`src/rtl/vec_logic_arbiter_if.sv`:
```
// Bundle of request, response and status signals for vec_logic_arbiter.
// slave is the arbiter's view; master is the requester/consumer view.
interface vec_logic_arbiter_if #(
   parameter int unsigned WIDTH = 3,
   parameter int unsigned CNT_W = 8
);
   logic                 req0_valid;
   logic [1:0]           req0_op;
   logic [WIDTH-1:0]     req0_a;
   logic [WIDTH-1:0]     req0_b;
   logic                 req0_ready;
   logic                 req1_valid;
   logic [1:0]           req1_op;
   logic [WIDTH-1:0]     req1_a;
   logic [WIDTH-1:0]     req1_b;
   logic                 req1_ready;
   logic                 resp_valid;
   logic                 resp_id;
   logic [2*WIDTH-1:0]   resp_data;
   logic                 resp_ready;
   logic                 busy;
   logic [CNT_W-1:0]     done_count;

   modport slave (
      input  req0_valid, req0_op, req0_a, req0_b,
      input  req1_valid, req1_op, req1_a, req1_b,
      input  resp_ready,
      output req0_ready, req1_ready,
      output resp_valid, resp_id, resp_data,
      output busy, done_count
   );

   modport master (
      output req0_valid, req0_op, req0_a, req0_b,
      output req1_valid, req1_op, req1_a, req1_b,
      output resp_ready,
      input  req0_ready, req1_ready,
      input  resp_valid, resp_id, resp_data,
      input  busy, done_count
   );
endinterface

```
`src/rtl/vec_logic_arbiter.sv`:
```
// Round-robin arbiter sharing one vector-logic unit (OR, logical OR, NOT, AND)
// between two requesters; each operation runs accept -> execute -> respond.
module vec_logic_arbiter #(
   parameter int unsigned WIDTH = 3,
   parameter int unsigned CNT_W = 8
) (
   input logic                clk,
   input logic                reset,
   vec_logic_arbiter_if.slave bus
);
   localparam logic [1:0] IDLE = 2'd0;
   localparam logic [1:0] EXEC = 2'd1;
   localparam logic [1:0] RESP = 2'd2;

   logic [1:0]         state;
   logic               ptr;
   logic [1:0]         op_q;
   logic [WIDTH-1:0]   a_q;
   logic [WIDTH-1:0]   b_q;
   logic               id_q;
   logic [2*WIDTH-1:0] data_q;
   logic [CNT_W-1:0]   cnt_q;
   logic               grant0;
   logic               grant1;
   logic [2*WIDTH-1:0] result;

   // Contention goes to requester 0 unless the pointer favours requester 1.
   always_comb begin
      grant0 = 1'b0;
      grant1 = 1'b0;
      if (state == IDLE) begin
         if (bus.req0_valid && (!bus.req1_valid || !ptr))
            grant0 = 1'b1;
         else if (bus.req1_valid)
            grant1 = 1'b1;
      end
   end

   always_comb begin
      result = '0;
      case (op_q)
         2'b00: result[WIDTH-1:0] = a_q | b_q;
         2'b01: result[0]         = (|a_q) || (|b_q);
         2'b10: result            = {~b_q, ~a_q};
         default: result[WIDTH-1:0] = a_q & b_q;
      endcase
   end

   always_ff @(posedge clk) begin
      if (reset) begin
         state  <= IDLE;
         ptr    <= 1'b0;
         op_q   <= '0;
         a_q    <= '0;
         b_q    <= '0;
         id_q   <= 1'b0;
         data_q <= '0;
         cnt_q  <= '0;
      end else begin
         case (state)
            IDLE: begin
               if (grant0) begin
                  op_q  <= bus.req0_op;
                  a_q   <= bus.req0_a;
                  b_q   <= bus.req0_b;
                  id_q  <= 1'b0;
                  state <= EXEC;
               end else if (grant1) begin
                  op_q  <= bus.req1_op;
                  a_q   <= bus.req1_a;
                  b_q   <= bus.req1_b;
                  id_q  <= 1'b1;
                  state <= EXEC;
               end
            end
            EXEC: begin
               data_q <= result;
               state  <= RESP;
            end
            RESP: begin
               if (bus.resp_ready) begin
                  cnt_q <= cnt_q + 1'b1;
                  ptr   <= ~id_q;
                  state <= IDLE;
               end
            end
            default: state <= IDLE;
         endcase
      end
   end

   assign bus.req0_ready = grant0;
   assign bus.req1_ready = grant1;
   assign bus.resp_valid = (state == RESP);
   assign bus.resp_id    = id_q;
   assign bus.resp_data  = data_q;
   assign bus.busy       = (state != IDLE);
   assign bus.done_count = cnt_q;
endmodule
```
`src/flat_wrapper.sv`:
```
// flat-port wrapper written by rule: the top's interface ports become plain ports
module vec_logic_arbiter_flat 
#(
   parameter int unsigned WIDTH = 3,
   parameter int unsigned CNT_W = 8
)
  (clk, reset, bus_req0_valid, bus_req0_op, bus_req0_a, bus_req0_b, bus_req1_valid, bus_req1_op, bus_req1_a, bus_req1_b, bus_resp_ready, bus_req0_ready, bus_req1_ready, bus_resp_valid, bus_resp_id, bus_resp_data, bus_busy, bus_done_count);
  vec_logic_arbiter_if #(.WIDTH(WIDTH), .CNT_W(CNT_W)) bus_i ();
  input logic clk;
  input logic reset;
  input wire logic [$bits(bus_i.req0_valid)-1:0] bus_req0_valid;
  input wire logic [$bits(bus_i.req0_op)-1:0] bus_req0_op;
  input wire logic [$bits(bus_i.req0_a)-1:0] bus_req0_a;
  input wire logic [$bits(bus_i.req0_b)-1:0] bus_req0_b;
  input wire logic [$bits(bus_i.req1_valid)-1:0] bus_req1_valid;
  input wire logic [$bits(bus_i.req1_op)-1:0] bus_req1_op;
  input wire logic [$bits(bus_i.req1_a)-1:0] bus_req1_a;
  input wire logic [$bits(bus_i.req1_b)-1:0] bus_req1_b;
  input wire logic [$bits(bus_i.resp_ready)-1:0] bus_resp_ready;
  output wire logic [$bits(bus_i.req0_ready)-1:0] bus_req0_ready;
  output wire logic [$bits(bus_i.req1_ready)-1:0] bus_req1_ready;
  output wire logic [$bits(bus_i.resp_valid)-1:0] bus_resp_valid;
  output wire logic [$bits(bus_i.resp_id)-1:0] bus_resp_id;
  output wire logic [$bits(bus_i.resp_data)-1:0] bus_resp_data;
  output wire logic [$bits(bus_i.busy)-1:0] bus_busy;
  output wire logic [$bits(bus_i.done_count)-1:0] bus_done_count;
  assign bus_i.req0_valid = bus_req0_valid;
  assign bus_i.req0_op = bus_req0_op;
  assign bus_i.req0_a = bus_req0_a;
  assign bus_i.req0_b = bus_req0_b;
  assign bus_i.req1_valid = bus_req1_valid;
  assign bus_i.req1_op = bus_req1_op;
  assign bus_i.req1_a = bus_req1_a;
  assign bus_i.req1_b = bus_req1_b;
  assign bus_i.resp_ready = bus_resp_ready;
  assign bus_req0_ready = bus_i.req0_ready;
  assign bus_req1_ready = bus_i.req1_ready;
  assign bus_resp_valid = bus_i.resp_valid;
  assign bus_resp_id = bus_i.resp_id;
  assign bus_resp_data = bus_i.resp_data;
  assign bus_busy = bus_i.busy;
  assign bus_done_count = bus_i.done_count;
  vec_logic_arbiter #(.WIDTH(WIDTH), .CNT_W(CNT_W)) u_core (.clk(clk), .reset(reset), .bus(bus_i));
endmodule
```
`config.mk`:
```
export PLATFORM = sky130hd
export DESIGN_NAME = vec_logic_arbiter_flat
export DESIGN_NICKNAME = d
export VERILOG_FILES = /design/src/rtl/vec_logic_arbiter_if.sv /design/src/rtl/vec_logic_arbiter.sv /design/src/flat_wrapper.sv
export SDC_FILE = /design/constraint.sdc
export NUM_CORES = 1
export LEC_CHECK = 0
export CAP_MARGIN = 40
export CORE_MARGIN = 4
export CORE_UTILIZATION = 50
export DETAILED_ROUTE_END_ITERATION = 8
export PLACE_DENSITY = 0.9
export SKIP_CTS_REPAIR_TIMING = 1
export SYNTH_ARGS = -nofsm -noshare
export SYNTH_HDL_FRONTEND = slang
export SYNTH_SLANG_ARGS = --single-unit
```
`constraint.sdc`:
```
create_clock -name clk -period 3.65 [get_ports clk]
set_input_delay 0.73 -clock clk [delete_from_list [all_inputs] [get_ports clk]]
set_output_delay 0.73 -clock clk [all_outputs]
set_load 0.05 [all_outputs]
```
Word level (Yosys, flattened, before mapping) --
Cells that the tools add are included.
Storage, ports and cells: bits of input ports 21, word-level logic and storage cells 54, register bits after elaboration 26, output and inout port bits 19
Cells by class: add/subtract/negate cells 1, bitwise operators 5, mux-type cells 20, reduce and logical (&&, ||, !) cells 14, equal/unequal tests 6
Operators by type and width (count):
- 3-bit two-way mux | 5
- 2-bit case mux with 3 select lines | 2
- 2-bit two-way mux | 5
- 8-bit by 1-bit adder with 8-bit output (second input constant) | 1
- 1-bit two-way mux | 7
- 3-bit inverter | 2
- 2-bit AND reduction | 3
- 3-bit OR reduction | 2
- 2-bit by 1-bit equality test with 1-bit output (second input constant) | 2
- 2-bit equality test (second input constant) | 2
- 2-bit logical NOT | 2
- 2-bit nonzero test | 2
- 3-bit bitwise AND | 1
- 3-bit inequality test (second input constant) | 1
- 3-bit bitwise OR | 1
- 1-bit case mux with 3 select lines | 1
- 1-bit logical NOT | 2
- 1-bit logical OR | 2
- 2-bit inequality test (second input constant) | 1
- 1-bit logical AND | 1
- 1-bit inverter | 1

Depth between registers and ports, before layout --
Gate-level depths: netlist of run 1.
depth in word-level cells 8, depth in mapped cells 5, gate-level depth less buffers 4

Least setup slack after synthesis of run 1 --
OpenSTA, ideal clock, no wires.
path kind input-to-output, start point input bus_req0_valid, end point output bus_req0_ready, data required time 2920 ps, buffers on the path 1, arrival time 1462 ps, path slack 1458 ps, stages on the path 3, cells stage by stage clkbuf_1 nand3_2 inv_1
Between the ends: longest elaborated chain between the ends 3
RTL lines:
- start: declaration | line flat_wrapper.sv:11 | input wire logic [$bits(bus_i.req0_valid)-1:0] bus_req0_valid;
- 1-bit logical AND | line vec_logic_arbiter.sv:32 | if (bus.req0_valid && (!bus.req1_valid || !ptr))
- 1-bit two-way mux | line vec_logic_arbiter.sv:32
- 1-bit two-way mux | line vec_logic_arbiter.sv:31 | if (state == IDLE) begin
- end: declaration | line flat_wrapper.sv:20 | output wire logic [$bits(bus_i.req0_ready)-1:0] bus_req0_ready;
Every way passes these cells.

Worst setup path after layout of run 1 --
Same ends and word-level chain as after synthesis.

==> impl_metrics.yaml, run 1 <==
timing:
  rsz0062_at_grt: "false"
  setup_slack_ns: 0.351
  drv_slew: 0
  period_minus_slack_ns: 3.30
  worstMarginPinSlew_ns: 0.903
  timing.final.crit_share_pct: 90.4
  fmax_mhz: 303
  skew_ns: 0.00738
  fin_setup_tns_ns: 0
  hold_ws_ns: 0.464
  slew_headroom_pct: 39.6
  setup_violations: 0
  finalHoldViolations: 0
route:
  vias: 1259
  postRouteAntennaNets: 0
  via_per_inst: 5.94
  totalWireLength_mm: 3.20
  drcViolationCount: 0
  routedWlPerCell_um: 15.1
  drtIter0Drc: 56
  drtPass1Iterations: 4
clock_tree:
  clock_path_buffers: 2
  cts_tree: "yes"
  htree_levels: 1
  clk_pin_slew_ns: 0.13
  cts.sinks: 26
  cts_buffers: 3
  clkLatencyLatePin_ns: 0.32
  clock-root-buffer: "clkbuf_4"
synth:
  yosys-top-cells-count: "26 x dfxtp_1, 11 x nor2_1, 10 x a21oi_1, 10 x nor2b_1"
  syn_area_per_cell_um2: 9.02
  synth-edff-count: 0
  synth_area_leaders: "dfxtp_1 39%, a221o_1 6.0%, and4_1 5.2%, nor4b_1 5.2%, nor2b_1 4.7%"
  ys_types: 33
  synth_nets: 170
  synth_area_leader_cell: "dfxtp_1"
  async_reset_ff_share_pct: 0
  synth.top_cell.area_share_pct: 39.0
  ys_seq_elements: 26
  yosysMostFrequentCell: "dfxtp_1"
  syn_area_um2: 1340
  seq_area_frac_synth_pct: 39.0
  ys_warn_count: 0
  syn_inst: 148
  synth_ff_type: "dfxtp_1"
finish:
  antennaDiodeCount: 0
  drive_gt1_share_pct: 4.40
  area_growth_pct: 31.2
  fill_cells: 205
  final_util_pct: 69.4
  nets: 206
place:
  gp_congestion: 0.879
  port_buffers: 39
  post-place-ws_ns: 0.377
  hpwl_mm: 2.42
setup_path:
  cp.required_ns: 2.92
  critPathKind: "primary input to output port"
  crit_top_cell: "clkdlybuf4s50_1"
  path_max_fanout: 12
  startpoint_type: "primary input"
  cpMaxStageDelayCell: "clkdlybuf4s50_1"
  end_kind: "output port"
  cp_slowest_stage_delay_ns: 0.80
  critPathArrivalTime_ns: 2.57
  path_cells: "clkdlybuf4s50_1 > nand3_2 > inv_1 > clkdlybuf4s50_1"
pwr:
  powerDensity_nw_per_um2: 354
  combPwrFrac_pct: 28.1
  power_uw: 621
  p_leak_nw: 0.661
  intPower_uw: 421
  p_switching_uw: 199
  pwr-share-seq_pct: 52.7
  peakVddDrop_uv: 242
  p_clk_share_pct: 19.1
  swShare_pct: 32.1
grt:
  grt_pass1_vias: 1156
  grt_antenna_before_repair: 0
  use_met2_pct: 30.7
  grt_pass1_wl_mm: 5.27
  grt-ovfl-total: 0
  grt_max_degree: 27
  grtUsageMet1_pct: 25.5
  grt_usage_pct: 18.8
  grtUsageMet3_pct: 2.81
  top_usage_layer: "met2"
die:
  die_x_um: 59.7
  initial_core_util_pct: 52.9
  dieArea_um2: 3560
  die_y_um: 59.7
  core_area_um2: 2520
  row_count: 18
  io_pins: 40
job:
  maxCapViolations: 0
outcome:
  outcome: "complete, no violations"
worst_hold_path:
  hold_path_class: "register to register"
kinds of logic (layout without fill, tap and decap cells):
logic type	Yosys count	count (layout)	synth area share, %
and+or+nand+nor	68	68	33.2
AOI/OAI and AO/OA	32	32	17.4
DFF	26	26	39.0
buffers and inverters	14	48	4.50
xor gates and xnor gates	4	4	2.62
muxes	3	3	2.34
adders and majority gates	1	1	0.937
state kept, by name, summed over array words and instances, names as in the netlist:
name / count
u_core.bus.resp_data: 6
u_core.op_q: 2
u_core.a_q: 3
u_core.state: 2
u_core.b_q: 3
u_core.ptr: 1
u_core.bus.done_count: 8
u_core.bus.resp_id: 1
path summary, 6_finish.rpt:
check	cells past startpoint	start	slack, ns	end
worst max-delay path	4	bus_req0_valid	0.35	bus_req0_ready
worst min-delay path	2	u_core.bus.resp_data[4]	0.46	u_core.bus.resp_data[4]
worst max register to register	4	u_core.state[1]	1.55	u_core.a_q[1]
worst min register to register	2	u_core.bus.resp_data[4]	0.46	u_core.bus.resp_data[4]
power by group through the flow:
stage                     registers, mW  logic (mW)  clock network (mW)
after floorplan                   0.346       0.102                   0
after global placement            0.332       0.168                   0
after detailed placement          0.333       0.174                   0
after CTS                         0.327       0.174               0.120
after global routing              0.332       0.187               0.132
final                             0.327       0.175               0.119
cell type report:
type                    instances  area [um2]  share of cell area (%)
repair buffers                 40         398                    22.7
flip-flops and latches         26         520                    29.7
multi-input cells             108         754                    43.1
well taps                      30        37.5                    2.14
clock buffers                   3        22.5                    1.29
inverters                       5        18.8                    1.07
worst max-delay path, delay by kind of cell:
kind / cells / cell delay (ns)
buffers and inverters: 3 / 1.58
AND/OR/NAND/NOR: 1 / 0.25
per-stage QoR:
stage               instance area, um2  cells
global placement                  1730    209
global route                      1750    212
CTS                               1750    212
detailed placement                1730    209
floorplan                         1340    148
finish                            1750    212
layer usage:
metal / vias to the layer above / part of all wire (%)
li1: 626 / -
met1: 581 / 44
met2: 48 / 49
met3: 4 / 5.9
met4: 0 / 0.94
met5: - / 0
cell usage in the layout (no fill, tap or decap), drive strengths merged:
cell type	instances
ha	1
mux2i	2
o21ba	1
nor3	1
nand2	6
and3	2
nand4b	1
a221o	8
clkdlybuf4s50	39
nor4b	8
nor2b	10
a21bo	1
xor2	4
nand3b	1
and4	8
or4	3
a21o	1
nand4	2
a32oi	1
nor2	11
mux2	1
o21ai	5
nand2b	6
clkbuf	3
nand3	3
buf	1
a21oi	10
dfxtp	26
o31ai	2
a311oi	3
inv	5
or3	6
(Power assumes the default switching activity.)
==> run 2, diff against run 1 <==
--- a/config.mk
+++ b/config.mk
@@ -9,6 +9,7 @@
 export CORE_MARGIN = 4
 export CORE_UTILIZATION = 50
 export DETAILED_ROUTE_END_ITERATION = 8
+export GPL_ROUTABILITY_DRIVEN = 0
 export PLACE_DENSITY = 0.9
 export SKIP_CTS_REPAIR_TIMING = 1
 export SYNTH_ARGS = -nofsm -noshare
==> results of run 2 <==
Same layout as run 1: the final DEF is identical, and so are final timing and power.
